<file path="config.mk">
export PLATFORM = sky130hd
export DESIGN_NAME = onehot_encode_pipe
export DESIGN_NICKNAME = d
export VERILOG_FILES = /design/src/rtl/onehot_pkg.sv /design/src/rtl/onehot_encode_core.sv /design/src/rtl/onehot_encode_pipe.sv
export SDC_FILE = /design/constraint.sdc
export NUM_CORES = 1
export LEC_CHECK = 0
export BUFFER_PORTS_ARGS = -buffer_cell sky130_fd_sc_hd__buf_4
export CORE_MARGIN = 3
export CORE_UTILIZATION = 55
export DETAILED_ROUTE_END_ITERATION = 16
export PLACE_DENSITY = 0.77
export RECOVER_POWER = 100
export SLEW_MARGIN = 20
export SYNTH_ARGS = -nofsm -noshare
export SYNTH_HDL_FRONTEND = slang
export SYNTH_SLANG_ARGS = --single-unit
export TNS_END_PERCENT = 5
</file>
<file path="constraint.sdc">
create_clock -name clk -period 4.5 [get_ports clk]
set_input_delay 0.225 -clock clk [delete_from_list [all_inputs] [get_ports clk]]
set_output_delay 0.225 -clock clk [all_outputs]
set_load 0.01 [all_outputs]
</file>
<file path="src/rtl/onehot_pkg.sv">
// Shared constants and types for the pipelined one-hot encoder.
//   ONEHOT_N   : default one-hot vector width
//   ONEHOT_W   : default encoded index width
//   ERR_CNT_W  : default width of the saturating error counter
//   enc_result_t : encoder result at the default widths (code + error flag)
package onehot_pkg;

    localparam int ONEHOT_N  = 32;
    localparam int ONEHOT_W  = 5;
    localparam int ERR_CNT_W = 8;

    typedef struct packed {
        logic [ONEHOT_W-1:0] code;
        logic                err;
    } enc_result_t;

endpackage

</file>
<file path="src/rtl/onehot_encode_core.sv">
// Combinational one-hot to binary encoder.
//   vec_i  [N-1:0] : vector to encode
//   code_o [W-1:0] : index of the lowest set bit (0 when no bit is set)
//   err_o          : vector was zero-hot or multi-hot
module onehot_encode_core
    import onehot_pkg::*;
#(
    parameter int N = ONEHOT_N,
    parameter int W = $clog2(N)
) (
    input  logic [N-1:0] vec_i,
    output logic [W-1:0] code_o,
    output logic         err_o
);

    logic zero_hot;
    logic multi_hot;

    // Scanning from the top down lets the lowest set bit win.
    always_comb begin
        code_o = '0;
        for (int i = N - 1; i >= 0; i--) begin
            if (vec_i[i]) begin
                code_o = W'(i);
            end
        end
    end

    // Clearing the lowest set bit leaves something only if more than one was set.
    assign zero_hot  = ~|vec_i;
    assign multi_hot = |(vec_i & (vec_i - {{(N-1){1'b0}}, 1'b1}));
    assign err_o     = zero_hot | multi_hot;

endmodule

</file>
<file path="src/rtl/onehot_encode_pipe.sv">
// Two-stage pipelined one-hot to binary encoder with valid/ready on both sides.
//   clk, reset_n        : clock, asynchronous active-low reset
//   in_valid/in_ready   : upstream handshake, in_onehot [N-1:0] is the vector
//   out_valid/out_ready : downstream handshake, out_code [W-1:0] and out_err
//   clear_err           : synchronous clear of err_count
//   err_count [CNT_W-1:0] : saturating count of erroneous results delivered
module onehot_encode_pipe
    import onehot_pkg::*;
#(
    parameter int N     = ONEHOT_N,
    parameter int W     = $clog2(N),
    parameter int CNT_W = ERR_CNT_W
) (
    input  logic             clk,
    input  logic             reset_n,
    input  logic             in_valid,
    output logic             in_ready,
    input  logic [N-1:0]     in_onehot,
    output logic             out_valid,
    input  logic             out_ready,
    output logic [W-1:0]     out_code,
    output logic             out_err,
    input  logic             clear_err,
    output logic [CNT_W-1:0] err_count
);

    logic [N-1:0]     s1_data_q;
    logic             s1_valid_q;
    logic [W-1:0]     s2_code_q;
    logic             s2_err_q;
    logic             s2_valid_q;
    logic [CNT_W-1:0] err_cnt_q;
    logic [CNT_W-1:0] err_cnt_d;

    logic [W-1:0]     enc_code;
    logic             enc_err;
    logic             s1_adv;
    logic             s2_adv;
    logic             out_fire;

    onehot_encode_core #(
        .N (N),
        .W (W)
    ) u_core (
        .vec_i  (s1_data_q),
        .code_o (enc_code),
        .err_o  (enc_err)
    );

    // Ready ripples back combinationally so a draining pipe accepts with no bubble.
    assign s2_adv   = !s2_valid_q || out_ready;
    assign s1_adv   = !s1_valid_q || s2_adv;
    assign in_ready = s1_adv;
    assign out_fire = s2_valid_q && out_ready;

    always_ff @(posedge clk or negedge reset_n) begin
        if (!reset_n) begin
            s1_data_q  <= '0;
            s1_valid_q <= 1'b0;
        end else if (s1_adv) begin
            s1_valid_q <= in_valid;
            if (in_valid) begin
                s1_data_q <= in_onehot;
            end
        end
    end

    always_ff @(posedge clk or negedge reset_n) begin
        if (!reset_n) begin
            s2_code_q  <= '0;
            s2_err_q   <= 1'b0;
            s2_valid_q <= 1'b0;
        end else if (s2_adv) begin
            s2_valid_q <= s1_valid_q;
            if (s1_valid_q) begin
                s2_code_q <= enc_code;
                s2_err_q  <= enc_err;
            end
        end
    end

    // Clear takes priority over a coincident increment.
    always_comb begin
        err_cnt_d = err_cnt_q;
        if (clear_err) begin
            err_cnt_d = '0;
        end else if (out_fire && s2_err_q && (err_cnt_q != {CNT_W{1'b1}})) begin
            err_cnt_d = err_cnt_q + CNT_W'(1);
        end
    end

    always_ff @(posedge clk or negedge reset_n) begin
        if (!reset_n) begin
            err_cnt_q <= '0;
        end else begin
            err_cnt_q <= err_cnt_d;
        end
    end

    assign out_valid = s2_valid_q;
    assign out_code  = s2_code_q;
    assign out_err   = s2_err_q;
    assign err_count = err_cnt_q;

endmodule

</file>
## Yosys cells after proc, flatten, opt, wreduce, memory -nomap -nowiden

Cells that the tools add are included.

| word-level totals | value |
|---|---|
| output and inout bits | 16 |
| logic and storage cells | 58 |
| bits of input ports | 37 |
| register bits after elaboration | 48 |

| operators by class | value |
|---|---|
| reduce and logical (&&, ||, !) cells | 13 |
| muxes and demuxes | 34 |
| bitwise gates (word level) | 2 |
| equality and inequality tests | 1 |
| $add $sub $neg | 2 |

Operators with widths:

| cell | count |
|---|---|
| two-way mux 5 bit | 32 |
| OR reduction 32 bit | 2 |
| AND 32 bit | 1 |
| subtractor 32 x 1 -> 32 bit (second input constant) | 1 |
| two-way mux 8 bit | 2 |
| adder 8 x 1 -> 8 bit (second input constant) | 1 |
| inequality test 8 bit (second input constant) | 1 |
| AND reduction 2 bit | 2 |
| logical AND 1 bit | 3 |
| zero test 1 bit | 3 |
| logical OR 1 bit | 2 |
| nonzero test 2 bit | 1 |
| bitwise OR 1 bit | 1 |

## Logic depth before layout (Yosys ltp)

| depth | value |
|---|---|
| word-level depth | 32 |
| mapped depth | 8 |
| gate-level depth less buffers | 7 |

## Cells and area by module

Synthesis repeated with hierarchy kept, for this count alone.

| unflattened totals | value |
|---|---|
| cells, all modules | 244 |
| area, all modules | 2,640.0 um^2 |

By module, submodules not included:

| module | cells each | instances | area an instance (um^2) | seq. area each (um^2) |
|---|---|---|---|---|
| onehot_encode_pipe | 132 | 1 | 1,903.1 | 1,201.2 |
| onehot_encode_core | 112 | 1 | 737.0 | 0.0 |

## Least setup slack after synthesis

No wires, ideal clock.

| timing | value |
|---|---|
| path kind | register to register |
| start point | reg s1_data_q[11] |
| end point | reg s2_err_q, in the netlist out_err |
| required time | 4.363 ns |
| period minus slack after synthesis | 2.093 ns |
| setup time | 0.137 ns |
| arrival time | 1.956 ns |
| path buffers | 0 |
| slack | 2.407 ns |
| stages on the path, launching flop included | 8 |
| cells stage by stage | dfrtp_1 nor4_4 nand4_2 or2_4 nor4_4 nor3_2 a2111oi_4 a31oi_1 |

| between the ends | value |
|---|---|
| cells in the longest elaborated chain, start to end | 4 |
| elaborated cells between the ends (all ways) | 6 |
| those cells by class | 1 x add/sub; 2 x bitwise; 3 x reduce/logical |

Ends and longest elaborated chain:

| what | RTL line | text |
|---|---|---|
| from (decl) | onehot_encode_pipe.sv:27 | `logic [N-1:0] s1_data_q;` |
| from (signal assigned) | onehot_encode_pipe.sv:63 | `s1_data_q <= in_onehot;` |
| subtractor 32 x 1 -> 32 bit | onehot_encode_core.sv:31 | `assign multi_hot = \|(vec_i & (vec_i - {{(N-1){1'b0}}, 1'b1}));` |
| AND 32 bit | onehot_encode_core.sv:31 |  |
| OR reduction 32 bit | onehot_encode_core.sv:31 |  |
| bitwise OR 1 bit * | onehot_encode_core.sv:32 | `assign err_o = zero_hot \| multi_hot;` |
| to (signal assigned) | onehot_encode_pipe.sv:77 | `s2_err_q <= enc_err;` |
| to (decl) | onehot_encode_pipe.sv:30 | `logic s2_err_q;` |

Mark *: on every way between the ends. The rest lies on a longest branch, timed or not.
A chain may end at the register's enable or synchronous reset.

==> metrics <==
status complete, but fails checks; failing checks max-capacitance violations, max-slew violations; ant diodes 0; Synth Instances 261; Leak approximately 1.3 nW; Post CTS Setup Buffer Count 0; io pins 53; initial antenna violation count 0; r2r startpoint s1_data_q[15]$_DFFE_PN0P_; Yosys top cell area share around 45%; syn_nets 299; Hold WS 115 ps; routed len/inst approximately 15 um; worst r2r path cells 7; Slowest cell on crit path clkbuf_1; core area 4530 um2; final period utilization 58.5%; Final Util 69.7%; DRT antenna net count 0; clock root buffer clkbuf_8; Hold Buf Count CTS 1; Site Rows 24; DRT iter0 DRCs 196; Post-synth top flop dfrtp_1; Via density 5.95; most instantiated cells after synthesis dfrtp_1 (48), mux2_2 (32), nor2_1 (28), nand2_1 (15), a21oi_1 (14); DRC Markers 0; First-pass DRT Iterations 4; Clock Sinks 48; first-pass GRT wire length 9800 um; crit-path max FO 48; Cell Chain, Critical Path dlygate4sd3_1, clkbuf_1; area of the die 5780 um2; final hold violation count 0; top-count cell post-synth dfrtp_1; Overflow after GRT 0; Yosys cell types 55; worst setup path startpoint reset_n; Final min period 2630 ps; Clk Latency, worst-skew pair 300 ps; vias in the first global route slightly above 2,000; Critical Path End s1_data_q[20]$_DFFE_PN0P_; CP Depth 2; critical path buffer and inverter count 2; CTS tree built; sequential fraction of the synthesis area between 40% and 50%; Ys Warns 0; syn avg cell area roughly 10 um2; Vert. Die Dim 76 um; Resize count post-CTS 0; post-DP HPWL 4220 um; CP top delay family buffers and inverters; RSZ-0062 raised after global routing no; top cells by area, synth dfrtp_1 (45%), mux2_2 (13%), nor2_1 (3.9%); Rel. slew slack -65.2%; largest net degree at the start of global routing a little under 50; crit path capture type asynchronous set/reset pin; Synth area leader dfrtp_1; share of layout cells above drive strength 1 28.4%; Startpoint Class primary input; Critical Path AT 2530 ps; clk buf depth 2; routed vias 2,231; setup TNS 0 ps; Critical Path Max Stage Delay 1760 ps; initial core utilization roughly 60%; GRT Util Overall between 20 and 25%; Num CTS Buffers 5; layout overhead on the synthesized area 17.3%; Worst Tran Pin Value 2480 ps; die width 76 um; final setup violating endpoints 0; # Max-Cap Violations 2; clock-pin transition on the worst setup and hold timing paths approximately 90 ps; Clock Skew 8.65 ps; depth of the CTS H-tree 2; R2R Path End out_err$_DFFE_PN0P_; number of synthesized flops with an enable pin 0; Critical Path RT between 4000 and 5000 ps; r2r setup slk 2020 ps; synthesis-stage register bit count 48; total wire length 5750 um; maximum clock frequency 380 MHz; RePlAce Congestion 0.929; PD cells 346 nW/um2; final slew viol count 82; Hold Startpoint in_valid; ys async rst share 100%; Synth Cell Area 2700 um2; peak supply drop 0.222 mV; IO Port Bufs 52; worst setup path class in2async; Worst Hold Class in2reg; # nets final 347
-- placed cells by master (no fill, tap or decap), types with 3 or more instances in the layout --
master and instances:
nand3b_1 3, clkbuf_1 18, o31a_2 3, buf_4 35, nor3_1 13, a211oi_1 4
o31ai_1 4, or4_1 7, clkbuf_8 5, o21ai_0 12, inv_1 7, nor4_1 5
nand2b_1 4, nand3_1 4, nor4_4 4, nand2_1 15, nor2_1 28, dfrtp_1 48
a21oi_1 14, xor2_1 5, mux2_2 32
-- kinds of logic after synthesis --
kind of cell	count (synthesis)	synth area share (%)
AND/OR/NAND/NOR	98	22.0
AO/OA/AOI/OAI	53	13.4
flip-flops	48	44.6
multiplexers	33	13.7
buffers and inverters	20	3.20
XOR/XNOR	6	1.95
adder cells (fa/ha/maj)	3	1.21
-- power breakdown --
group          internal, mW  switching [mW]  total, mW
Combinational         0.113          0.0956      0.209
Sequential            0.481          0.0953      0.576
Clock                 0.164           0.144      0.309
-- worst min-delay path by stage --
stage	to	slack, ps	cells past startpoint
floorplan	err_count[0]$_DFFE_PN0P_	-70	0
global placement	out_code[0]$_DFFE_PN0P_	270	1
detailed placement	out_code[3]$_DFFE_PN0P_	270	1
CTS	s1_valid_q$_DFFE_PN0N_	110	2
global route	err_count[6]$_DFFE_PN0P_	120	2
finish	s1_valid_q$_DFFE_PN0N_	120	2
-- routing by layer --
| metal | global-route usage (%) | routed length (um) | vias up |
|---|---|---|---|
| met5 | 0 | 0 | - |
| met4 | 5.98 | 123 | 0 |
| met3 | 4.37 | 328 | 15 |
| met2 | 32.8 | 2770 | 82 |
| met1 | 28.2 | 2530 | 1068 |
| li1 | - | - | 1066 |
-- state kept, by name, indices dropped and copies added, names as in the netlist --
| signal | flops |
|---|---|
| s1_valid_q | 1 |
| out_valid | 1 |
| s1_data_q | 32 |
| out_err | 1 |
| out_code | 5 |
| err_count | 8 |
-- worst register-to-register path, delay by kind of cell, from the launching register on --
family             cells  cell delay [ps]
DFF                    1              450
AOI/OAI and AO/OA      2              410
and+or+nand+nor        5             1500
-- stage by stage --
step	cells	power [mW]	worst slack [ps]	instance area (um2)
after floorplan	261	0.715	2410	2700
after global placement	366	0.793	2280	3110
after detailed placement	366	0.798	2210	3110
after CTS	375	1.11	2190	3240
after global routing	375	1.16	1290	3160
final	375	1.09	1870	3160
-- layout make-up --
cell class	instances	area, um2
Clock inverter	3	42.5
Timing Repair Buffer	54	340
Clock buffer	5	68.8
Tap cell	65	81.3
Sequential cell	48	1200
Inverter	7	26.3
Fill cell	374	1370
Multi-Input combinational cell	193	1400
Note: power is estimated with default switching activity, not from simulation.
